<file path="src/rtl/piece_move_gen.sv">
`timescale 1ns/1ps
`default_nettype none
// +----------------------------------------------------------------------------+
// | Module      : piece_move_gen                                               |
// | Description : Sequential pseudo-legal move generator for knight, bishop,   |
// |               rook, queen and king. Snapshots a piece and the board,       |
// |               walks the direction table one candidate per cycle and        |
// |               streams targets over a valid/ready handshake, finishing      |
// |               with a done pulse, move count and type-error flag.           |
// | Options     : PIECE_MOVE_GEN_ATTACK_MASK_EN adds the attackMask output.    |
// | Revision    : 1.0 - initial release                                        |
// +----------------------------------------------------------------------------+
module piece_move_gen #(
    parameter int BOARD_N = 8,
    parameter int COORD_W = $clog2(BOARD_N),
    parameter int CNT_W   = 6
) (
    input  logic                         clk,
    input  logic                         resetN,
    input  logic                         start,
    input  logic [COORD_W-1:0]           row,
    input  logic [COORD_W-1:0]           column,
    input  logic                         color,
    input  logic [2:0]                   pieceType,
    input  logic [5*BOARD_N*BOARD_N-1:0] boardFlat,
    output logic                         busy,
    output logic                         moveValid,
    input  logic                         moveReady,
    output logic [COORD_W-1:0]           moveRow,
    output logic [COORD_W-1:0]           moveCol,
    output logic                         moveCapture,
    output logic                         done,
    output logic [CNT_W-1:0]             moveCount,
`ifdef PIECE_MOVE_GEN_ATTACK_MASK_EN
    output logic [BOARD_N*BOARD_N-1:0]   attackMask,
`endif
    output logic                         typeError
);

    localparam int NSQ   = BOARD_N * BOARD_N;
    localparam int IDX_W = $clog2(NSQ);
    localparam int CW2   = COORD_W + 2;

    typedef logic signed [CW2-1:0] scoord_t;

    typedef enum logic [1:0] {
        S_IDLE = 2'd0,
        S_SCAN = 2'd1,
        S_EMIT = 2'd2,
        S_DONE = 2'd3
    } state_t;

    // Offsets are packed as {drow[2:0], dcol[2:0]} in two's complement.
    function automatic logic [5:0] knight_off(input logic [2:0] d);
        logic [5:0] o;
        case (d)
            3'd0:    o = {3'b110, 3'b111}; // (-2,-1)
            3'd1:    o = {3'b110, 3'b001}; // (-2,+1)
            3'd2:    o = {3'b111, 3'b010}; // (-1,+2)
            3'd3:    o = {3'b001, 3'b010}; // (+1,+2)
            3'd4:    o = {3'b010, 3'b001}; // (+2,+1)
            3'd5:    o = {3'b010, 3'b111}; // (+2,-1)
            3'd6:    o = {3'b001, 3'b110}; // (+1,-2)
            default: o = {3'b111, 3'b110}; // (-1,-2)
        endcase
        return o;
    endfunction

    function automatic logic [5:0] rook_off(input logic [1:0] d);
        logic [5:0] o;
        case (d)
            2'd0:    o = {3'b111, 3'b000}; // (-1, 0)
            2'd1:    o = {3'b000, 3'b001}; // ( 0,+1)
            2'd2:    o = {3'b001, 3'b000}; // (+1, 0)
            default: o = {3'b000, 3'b111}; // ( 0,-1)
        endcase
        return o;
    endfunction

    function automatic logic [5:0] bishop_off(input logic [1:0] d);
        logic [5:0] o;
        case (d)
            2'd0:    o = {3'b111, 3'b111}; // (-1,-1)
            2'd1:    o = {3'b111, 3'b001}; // (-1,+1)
            2'd2:    o = {3'b001, 3'b001}; // (+1,+1)
            default: o = {3'b001, 3'b111}; // (+1,-1)
        endcase
        return o;
    endfunction

    function automatic logic [5:0] queen_off(input logic [2:0] d);
        logic [5:0] o;
        case (d)
            3'd0:    o = {3'b111, 3'b000}; // (-1, 0)
            3'd1:    o = {3'b111, 3'b001}; // (-1,+1)
            3'd2:    o = {3'b000, 3'b001}; // ( 0,+1)
            3'd3:    o = {3'b001, 3'b001}; // (+1,+1)
            3'd4:    o = {3'b001, 3'b000}; // (+1, 0)
            3'd5:    o = {3'b001, 3'b111}; // (+1,-1)
            3'd6:    o = {3'b000, 3'b111}; // ( 0,-1)
            default: o = {3'b111, 3'b111}; // (-1,-1)
        endcase
        return o;
    endfunction

    // Request snapshot and scan position
    state_t               state_q;
    logic [COORD_W-1:0]   row_q;
    logic [COORD_W-1:0]   col_q;
    logic                 color_q;
    logic [2:0]           ptype_q;
    logic [1:0]           board_q [NSQ];
    logic [2:0]           dir_q;
    logic [COORD_W:0]     step_q;
    logic                 term_q;

    // Registered outputs
    logic                 busy_q;
    logic                 valid_q;
    logic [COORD_W-1:0]   mrow_q;
    logic [COORD_W-1:0]   mcol_q;
    logic                 mcap_q;
    logic                 done_q;
    logic [CNT_W-1:0]     count_q;
    logic                 terr_q;

    // Candidate evaluation
    logic                 w_slider;
    logic                 w_supported;
    logic [2:0]           w_last_dir;
    logic [5:0]           w_off;
    scoord_t              w_dr;
    scoord_t              w_dc;
    scoord_t              w_mul;
    scoord_t              w_cand_r;
    scoord_t              w_cand_c;
    logic                 w_onboard;
    logic [COORD_W-1:0]   w_tr;
    logic [COORD_W-1:0]   w_tc;
    logic [IDX_W-1:0]     w_idx;
    logic [1:0]           w_sq;
    logic                 w_blocked;
    logic                 w_last;
    logic                 w_handshake;

    // Only occupancy and colour matter for move generation; type bits are dropped.
    logic                 w_unused_bits;
    assign w_unused_bits = ^boardFlat;

    // Select the direction table and its length from the captured piece type.
    always_comb begin
        w_slider    = 1'b0;
        w_supported = 1'b1;
        w_last_dir  = 3'd7;
        w_off       = 6'b0;
        case (ptype_q)
            3'b010: w_off = knight_off(dir_q);
            3'b011: begin
                w_slider   = 1'b1;
                w_last_dir = 3'd3;
                w_off      = bishop_off(dir_q[1:0]);
            end
            3'b100: begin
                w_slider   = 1'b1;
                w_last_dir = 3'd3;
                w_off      = rook_off(dir_q[1:0]);
            end
            3'b101: begin
                w_slider = 1'b1;
                w_off    = queen_off(dir_q);
            end
            3'b110: w_off = queen_off(dir_q);
            default: w_supported = 1'b0;
        endcase
    end

    // Candidate = origin + (step+1)*offset, in signed arithmetic so that
    // stepping off any edge is detected instead of wrapping.
    assign w_dr      = {{(CW2-3){w_off[5]}}, w_off[5:3]};
    assign w_dc      = {{(CW2-3){w_off[2]}}, w_off[2:0]};
    assign w_mul     = scoord_t'({1'b0, step_q}) + scoord_t'(1);
    assign w_cand_r  = scoord_t'({2'b00, row_q}) + w_mul * w_dr;
    assign w_cand_c  = scoord_t'({2'b00, col_q}) + w_mul * w_dc;
    assign w_onboard = (w_cand_r >= 0) && (w_cand_r < scoord_t'(BOARD_N)) &&
                       (w_cand_c >= 0) && (w_cand_c < scoord_t'(BOARD_N));
    assign w_tr      = w_cand_r[COORD_W-1:0];
    assign w_tc      = w_cand_c[COORD_W-1:0];
    assign w_idx     = w_onboard ? (IDX_W'(w_tr) * IDX_W'(BOARD_N) + IDX_W'(w_tc)) : '0;
    assign w_sq      = board_q[w_idx];
    assign w_blocked = !w_onboard || (w_sq[0] && (w_sq[1] == color_q));
    assign w_last    = (dir_q == w_last_dir);
    assign w_handshake = valid_q && moveReady;

`ifdef PIECE_MOVE_GEN_ATTACK_MASK_EN
    logic [NSQ-1:0]       mask_q;
    logic [IDX_W-1:0]     w_tidx;
    assign w_tidx     = IDX_W'(mrow_q) * IDX_W'(BOARD_N) + IDX_W'(mcol_q);
    assign attackMask = mask_q;
`endif

    // Capture the board occupancy/colour snapshot when a request is accepted.
    always_ff @(posedge clk) begin
        if (state_q == S_IDLE && start) begin
            for (int i = 0; i < NSQ; i++) begin
                board_q[i] <= boardFlat[i*5 +: 2];
            end
        end
    end

    // Main scan FSM with registered handshake and status outputs.
    always_ff @(posedge clk or negedge resetN) begin
        if (!resetN) begin
            state_q <= S_IDLE;
            row_q   <= '0;
            col_q   <= '0;
            color_q <= 1'b0;
            ptype_q <= 3'b0;
            dir_q   <= 3'd0;
            step_q  <= '0;
            term_q  <= 1'b0;
            busy_q  <= 1'b0;
            valid_q <= 1'b0;
            mrow_q  <= '0;
            mcol_q  <= '0;
            mcap_q  <= 1'b0;
            done_q  <= 1'b0;
            count_q <= '0;
            terr_q  <= 1'b0;
`ifdef PIECE_MOVE_GEN_ATTACK_MASK_EN
            mask_q  <= '0;
`endif
        end else begin
            case (state_q)
                S_IDLE: begin
                    if (start) begin
                        row_q   <= row;
                        col_q   <= column;
                        color_q <= color;
                        ptype_q <= pieceType;
                        dir_q   <= 3'd0;
                        step_q  <= '0;
                        term_q  <= 1'b0;
                        count_q <= '0;
                        terr_q  <= 1'b0;
                        busy_q  <= 1'b1;
                        state_q <= S_SCAN;
`ifdef PIECE_MOVE_GEN_ATTACK_MASK_EN
                        mask_q  <= '0;
`endif
                    end
                end
                S_SCAN: begin
                    if (!w_supported) begin
                        terr_q  <= 1'b1;
                        busy_q  <= 1'b0;
                        done_q  <= 1'b1;
                        state_q <= S_DONE;
                    end else if (w_blocked) begin
                        // Nothing reachable further along this ray.
                        if (w_last) begin
                            busy_q  <= 1'b0;
                            done_q  <= 1'b1;
                            state_q <= S_DONE;
                        end else begin
                            dir_q  <= dir_q + 3'd1;
                            step_q <= '0;
                            term_q <= 1'b0;
                        end
                    end else begin
                        mrow_q  <= w_tr;
                        mcol_q  <= w_tc;
                        mcap_q  <= w_sq[0];
                        term_q  <= w_sq[0];
                        valid_q <= 1'b1;
                        state_q <= S_EMIT;
                    end
                end
                S_EMIT: begin
                    if (w_handshake) begin
                        valid_q <= 1'b0;
                        if (count_q != {CNT_W{1'b1}}) begin
                            count_q <= count_q + 1'b1;
                        end
`ifdef PIECE_MOVE_GEN_ATTACK_MASK_EN
                        mask_q[w_tidx] <= 1'b1;
`endif
                        if (w_slider && !term_q) begin
                            step_q  <= step_q + 1'b1;
                            state_q <= S_SCAN;
                        end else if (w_last) begin
                            busy_q  <= 1'b0;
                            done_q  <= 1'b1;
                            state_q <= S_DONE;
                        end else begin
                            dir_q   <= dir_q + 3'd1;
                            step_q  <= '0;
                            term_q  <= 1'b0;
                            state_q <= S_SCAN;
                        end
                    end
                end
                default: begin
                    // DONE lasts exactly one cycle; start is not looked at here.
                    done_q  <= 1'b0;
                    state_q <= S_IDLE;
                end
            endcase
        end
    end

    assign busy        = busy_q;
    assign moveValid   = valid_q;
    assign moveRow     = mrow_q;
    assign moveCol     = mcol_q;
    assign moveCapture = mcap_q;
    assign done        = done_q;
    assign moveCount   = count_q;
    assign typeError   = terr_q;

endmodule
`default_nettype wire

</file>
<file path="config.mk">
export PLATFORM = sky130hd
export DESIGN_NAME = piece_move_gen
export DESIGN_NICKNAME = d
export VERILOG_FILES = /design/src/rtl/piece_move_gen.sv
export SDC_FILE = /design/constraint.sdc
export NUM_CORES = 1
export LEC_CHECK = 0
export ABC_AREA = 1
export BUFFER_PORTS_ARGS = -buffer_cell sky130_fd_sc_hd__buf_2
export CORE_AREA = 2 2 135 137
export DETAILED_ROUTE_END_ITERATION = 10
export DIE_AREA = 0 0 137 139
export GPL_ROUTABILITY_DRIVEN = 0
export PLACE_DENSITY_LB_ADDON = 0.2
export SYNTH_ARGS = -nofsm -noshare
export SYNTH_HDL_FRONTEND = slang
export SYNTH_SLANG_ARGS = --single-unit
</file>
<file path="constraint.sdc">
create_clock -name clk -period 10.7 [get_ports clk]
set_input_delay 0.535 -clock clk [delete_from_list [all_inputs] [get_ports clk]]
set_output_delay 0.535 -clock clk [all_outputs]
set_load 0.01 [all_outputs]
</file>
==> impl_metrics.env, run 1 <==
export IMPL_fmax_mhz=128.1
export IMPL_clkTransAtPathRegs_ns=0.07
export IMPL_std_cell_rows=49
export IMPL_post_synth_top_count_cell="nand2_1"
export IMPL_antenna_found_initial=2
export IMPL_dr_pass1_iters=5
export IMPL_min_path_type="primary input to asynchronous set/reset pin"
export IMPL_numCtsBuffers=17
export IMPL_final_nets=1446
export IMPL_startpoint_type="flip-flop"
export IMPL_die_h_um=139
export IMPL_worst_r2r_path_depth=43
export IMPL_dieArea_um2=19040
export IMPL_cts_tree="done"
export IMPL_path_class="flip-flop to flip-flop"
export IMPL_root_buffer="clkbuf_16"
export IMPL_finalSetupTns_ns=0
export IMPL_finalHoldViolations=0
export IMPL_status="finished, final reports clean"
export IMPL_htree_levels=4
export IMPL_grt_usage_pct=21.74
export IMPL_cts_hold_buf=0
export IMPL_synth_warnings=0
export IMPL_synth_edf_count=128
export IMPL_final_antenna_net_count=0
export IMPL_slew_viol_final=0
export IMPL_initial_core_util_pct=48.72
export IMPL_rsz0062_at_grt="false"
export IMPL_grt_overflow_total=0
export IMPL_max_stage_delay_ns=0.58
export IMPL_synth_top_area_cell="edfxtp_1"
export IMPL_drive_above_1_share_pct=19.87
export IMPL_synthToLayoutAreaGrowth_pct=17.48
export IMPL_hpwl_mm=13.85
export IMPL_clk_latency_ns=0.43
export IMPL_worstSetupPathDepth=43
export IMPL_grt_max_degree=83
export IMPL_pin_count=351
export IMPL_worstPathMaxFanout=27
export IMPL_drc=0
export IMPL_syn_area_um2=8603
export IMPL_syn_num_nets=1295
export IMPL_ys_async_sr_fraction_pct=22.42
export IMPL_vias=6620
export IMPL_endpoint_kind="flip-flop"
export IMPL_core_um2=17660
export IMPL_maxCapViolations=0
export IMPL_synth_common_cells="nand2_1, nand3_1, edfxtp_1, inv_1, nor2_1"
export IMPL_cp_data_arrival_time_ns=8.12
export IMPL_die_w_um=137
export IMPL_worst_path_dominant_cell_family="simple AND/OR/NAND/NOR gates"
export IMPL_fill_cells=1629
export IMPL_avgRoutedWirePerCell_um=15.03
export IMPL_synth_top_flop_cell="edfxtp_1"
export IMPL_drt_iter0_drc=492
export IMPL_period_share_pct=72.96
export IMPL_slew_headroom_pct=34.87
export IMPL_worst_pin_slew_ns=0.9770
export IMPL_worstPathRequired_ns=11.01
export IMPL_yosysUniqueCellTypes=37
export IMPL_synth_top_area_share_pct=44.68
export IMPL_io_buffers=158
export IMPL_grt_pass1_vias=6443
export IMPL_viasPerCell=5.023
export IMPL_finalCriticalPeriod_ns=7.807
export IMPL_synth_cells=923
export IMPL_fin_skew_ns=0.01280
export IMPL_worst_path_buf_inv=8
export IMPL_clock_sinks=165
export IMPL_cts_setup_buffers=0
export IMPL_avgSynthCellArea_um2=9.321
export IMPL_cts_resized_gates=0
export IMPL_ys_seq_area_share_pct=55.44
export IMPL_cpMaxStageDelayCell="nand3_2"
export IMPL_grt_pass1_wl_mm=32.16
export IMPL_totalWireLength_mm=19.81
export IMPL_setup_viol_count_final=0
export IMPL_rrSetupSlack_ns=2.89
export IMPL_clockBufferDepth=2
export IMPL_crit_top_cell="nand2_1"
export IMPL_synth_seq_cells=165
export IMPL_ys_top_cells_by_area="edfxtp_1, nand2_1, dfrtp_1"
kinds of logic after synthesis:
| group | Yosys count | synth area share (%) |
|---|---|---|
| AOI/OAI and AO/OA | 59 | 3.810 |
| xor gates and xnor gates | 7 | 0.7126 |
| adders and majority gates | 38 | 6.399 |
| buffers and inverters | 160 | 7.941 |
| DFF | 165 | 55.44 |
| and+or+nand+nor | 494 | 25.70 |
placed cells by master, fill, tap and decap left out, types with 2 or more instances in the layout:
cell,Yosys,layout
dfrtp_1,37,37
nand2_2,3,3
clkinv_4,0,3
inv_6,0,2
nand3_2,2,2
edfxtp_1,128,128
o21ai_0,25,25
fa_1,10,10
buf_4,3,3
nand3b_1,3,3
inv_4,1,2
nor2_2,3,3
inv_8,0,5
nand3_4,2,2
a21oi_1,15,15
inv_1,124,123
o211ai_1,6,6
diode_2,0,2
nor3_1,5,5
xor2_1,5,5
nand2_4,4,4
clkinv_8,0,3
xnor2_1,2,2
nand4_1,26,26
o21ai_1,7,7
nor2_1,43,43
nand3_1,136,136
buf_2,7,158
inv_2,6,6
ha_1,28,28
nand2_1,265,265
clkbuf_16,0,17
state kept, by name, indices dropped and copies added (netlist names):
name,count
dir_q,3
color_q,1
state_q,2
board_q,128
moveCol,3
ptype_q,3
done,1
typeError,1
moveCapture,1
moveCount,6
busy,1
col_q,3
row_q,3
moveValid,1
step_q,4
term_q,1
moveRow,3
stage by stage:
step / worst slack (ns) / area [um2] / std cells / util (%) / hold WS, ns
after detailed placement: 2.848 / 9517 / 1284 / 53.90 / 0.4546
after floorplan: 4.675 / 8603 / 923 / - / 0.2394
after CTS: 2.825 / 10100 / 1316 / 57.21 / 0.2321
after global placement: 2.979 / 9517 / 1284 / 53.90 / 0.4489
final: 2.893 / 10110 / 1318 / 57.24 / 0.2135
after global routing: 2.053 / 10100 / 1316 / 57.21 / 0.2543
final cells by class:
type / count / area [um2] / share of cell area, %
Sequential cell: 165 / 4770 / 47.19
Multi-Input combinational cell: 598 / 3151 / 31.17
Timing Repair Buffer: 161 / 813.3 / 8.047
Inverter: 131 / 496.7 / 4.915
Clock buffer: 18 / 429.2 / 4.246
Tap cell: 229 / 286.5 / 2.835
Clock inverter: 14 / 156.4 / 1.547
Antenna cell: 2 / 5.005 / 0.04952
worst paths after layout:
kind	start	end
setup / recovery	dir_q[0]$_DFFE_PN0P_	step_q[0]$_DFFE_PN0P_
hold / removal	resetN	ptype_q[1]$_DFFE_PN0P_
setup reg to reg	dir_q[0]$_DFFE_PN0P_	step_q[0]$_DFFE_PN0P_
hold reg to reg	moveCol[0]$_DFFE_PN0P_	moveCol[0]$_DFFE_PN0P_
max in group asynchronous	resetN	state_q[0]$_DFFE_PN0P_
min in group clk	boardFlat[211]	board_q[42][1]$_DFFE_PP_
layer usage:
metal | track usage, % | vias up | routed length [um]
li1 | - | 3370 | -
met1 | 30.99 | 3021 | 9302
met2 | 33.39 | 197 | 9076
met3 | 3.801 | 32 | 946
met4 | 7.922 | 0 | 484
met5 | 0 | - | 0
Power of run 1 is not shown: default switching activity piles up to over one toggle a cycle in this logic, so the estimate is an artifact.
==> inputs of run 2 (changes only) <==
--- a/config.mk
+++ b/config.mk
@@ -7,9 +7,9 @@
 export LEC_CHECK = 0
 export ABC_AREA = 1
 export BUFFER_PORTS_ARGS = -buffer_cell sky130_fd_sc_hd__buf_2
-export CORE_AREA = 2 2 135 137
+export CORE_MARGIN = 2
+export CORE_UTILIZATION = 49
 export DETAILED_ROUTE_END_ITERATION = 10
-export DIE_AREA = 0 0 137 139
 export GPL_ROUTABILITY_DRIVEN = 0
 export PLACE_DENSITY_LB_ADDON = 0.2
 export SYNTH_ARGS = -nofsm -noshare
==> constraint.sdc (replaced) <==
create_clock -name clk -period 8.03 [get_ports clk]
set_input_delay 0.4015 -clock clk [delete_from_list [all_inputs] [get_ports clk]]
set_output_delay 0.4015 -clock clk [all_outputs]
set_load 0.01 [all_outputs]
==> run 2 against run 1 <==
Compared with the run above:
- clock skew increased by 0.0051 ns
- routed wire length increased by 1.6%
- highest routed layer unchanged
- fmax increased by 7.5%
- register-to-register slack got worse by 2.1 ns
- largest cell class unchanged
==> impl_metrics.env, run 2 (synthesis results as in run 1) <==
export IMPL_crit_top_cell="nand2_1"
export IMPL_ff_latch_area_um2=4770
export IMPL_clockBufferDepth=2
export IMPL_grt_pass1_wl_mm=32.01
export IMPL_totalWireLength_mm=20.12
export IMPL_io_buffers=158
export IMPL_final_antenna_net_count=0
export IMPL_finalCriticalPeriod_ns=7.266
export IMPL_drive_above_1_share_pct=20.31
export IMPL_die_w_um=136.5
export IMPL_hpwl_mm=13.96
export IMPL_layout_common_cells="nand2_1, buf_2, nand3_1"
export IMPL_place_area_um2=9562
export IMPL_antennaDiodeCount=0
export IMPL_finalSetupTns_ns=0
export IMPL_slew_headroom_pct=28.63
export IMPL_cts_tree="done"
export IMPL_clock_sinks=165
export IMPL_clk_latency_ns=0.43
export IMPL_cts_hold_buf=0
export IMPL_fmax_mhz=137.6
export IMPL_finalInstanceArea_um2=10190
export IMPL_clkTransAtPathRegs_ns=0.06
export IMPL_status="finished, final reports clean"
export IMPL_cpMaxStageDelayCell="fa_1"
export IMPL_top_register="board_q"
export IMPL_dieArea_um2=18630
export IMPL_synthToLayoutAreaGrowth_pct=18.50
export IMPL_fin_skew_ns=0.01795
export IMPL_pin_count=351
export IMPL_cts_setup_buffers=0
export IMPL_finalHoldViolations=0
export IMPL_viasPerCell=5.120
export IMPL_cp_data_arrival_time_ns=7.59
export IMPL_htree_levels=4
export IMPL_rsz0062_at_grt="false"
export IMPL_multi_input_area_um2=3166
export IMPL_largest_register_ff_count=128
export IMPL_avgRoutedWirePerCell_um=15.26
export IMPL_root_buffer="clkbuf_16"
export IMPL_grt_overflow_total=0
export IMPL_worstPathMaxFanout=28
export IMPL_final_nets=1452
export IMPL_startpoint_type="flip-flop"
export IMPL_initial_core_util_pct=49.91
export IMPL_period_share_pct=90.48
export IMPL_slew_viol_final=0
export IMPL_min_path_type="primary input to asynchronous set/reset pin"
export IMPL_drc=0
export IMPL_endpoint_kind="flip-flop"
export IMPL_hold_ws_ns=0.07500
export IMPL_antenna_found_initial=0
export IMPL_vias=6748
export IMPL_worst_pin_slew_ns=1.071
export IMPL_drt_iter0_drc=485
export IMPL_worstPathRequired_ns=8.35
export IMPL_path_class="flip-flop to flip-flop"
export IMPL_setup_viol_count_final=0
export IMPL_max_stage_delay_ns=0.51
export IMPL_final_common_cell="nand2_1"
export IMPL_dr_pass1_iters=5
export IMPL_grt_max_degree=90
export IMPL_maxCapViolations=0
export IMPL_cts_resized_gates=0
export IMPL_grt_pass1_vias=6401
export IMPL_core_um2=17240
export IMPL_die_h_um=136.5
export IMPL_fill_cells=1510
export IMPL_grt_usage_pct=22.45
export IMPL_numCtsBuffers=17
export IMPL_std_cell_rows=48
run 2: critical path, delay by kind of cell, from the launching register on:
| family | cells | cell delay, ns |
|---|---|---|
| AND/OR/NAND/NOR | 27 | 3.11 |
| flip-flops | 1 | 0.44 |
| buffers and inverters | 8 | 0.88 |
| adder cells (fa/ha/maj) | 6 | 2.30 |
| XOR/XNOR | 2 | 0.40 |
run 2: worst paths after layout:
check	start	end	slack, ns	depth (start not counted)
max	dir_q[0]$_DFFE_PN0P_	step_q[1]$_DFFE_PN0P_	0.76	43
min	resetN	moveCapture$_DFFE_PN0P_	0.07	1
max reg2reg	dir_q[0]$_DFFE_PN0P_	step_q[1]$_DFFE_PN0P_	0.76	43
min reg2reg	moveCapture$_DFFE_PN0P_	moveCapture$_DFFE_PN0P_	0.47	2
max in group asynchronous	resetN	color_q$_DFFE_PN0P_	7.40	1
min in group clk	boardFlat[60]	board_q[12][0]$_DFFE_PP_	0.14	1
run 2: area by class of cell:
class	instances	share of cell area [%]
Clock buffer	17	4.173
Clock inverter	15	1.865
Inverter	131	4.897
Multi-Input combinational cell	599	31.05
Sequential cell	165	46.78
Tap cell	225	2.761
Timing Repair Buffer	166	8.468
run 2: metal layers:
metal | global-route usage (%) | wire length, um
met1 | 31.10 | 9076
met2 | 35.08 | 9364
met3 | 4.556 | 1227
met4 | 8.333 | 449
met5 | 0 | 0
run 2: metrics by stage:
step | util, % | instances | worst slack [ns]
5_1_grt | 59.15 | 1318 | 0.05652
3_3_place_gp | 55.47 | 1285 | 0.7664
6_report | 59.15 | 1318 | 0.7643
4_1_cts | 59.04 | 1317 | 0.5584
2_1_floorplan | - | 923 | 2.005
3_5_place_dp | 55.47 | 1285 | 0.5930
Power of run 2 is left out for the same reason.
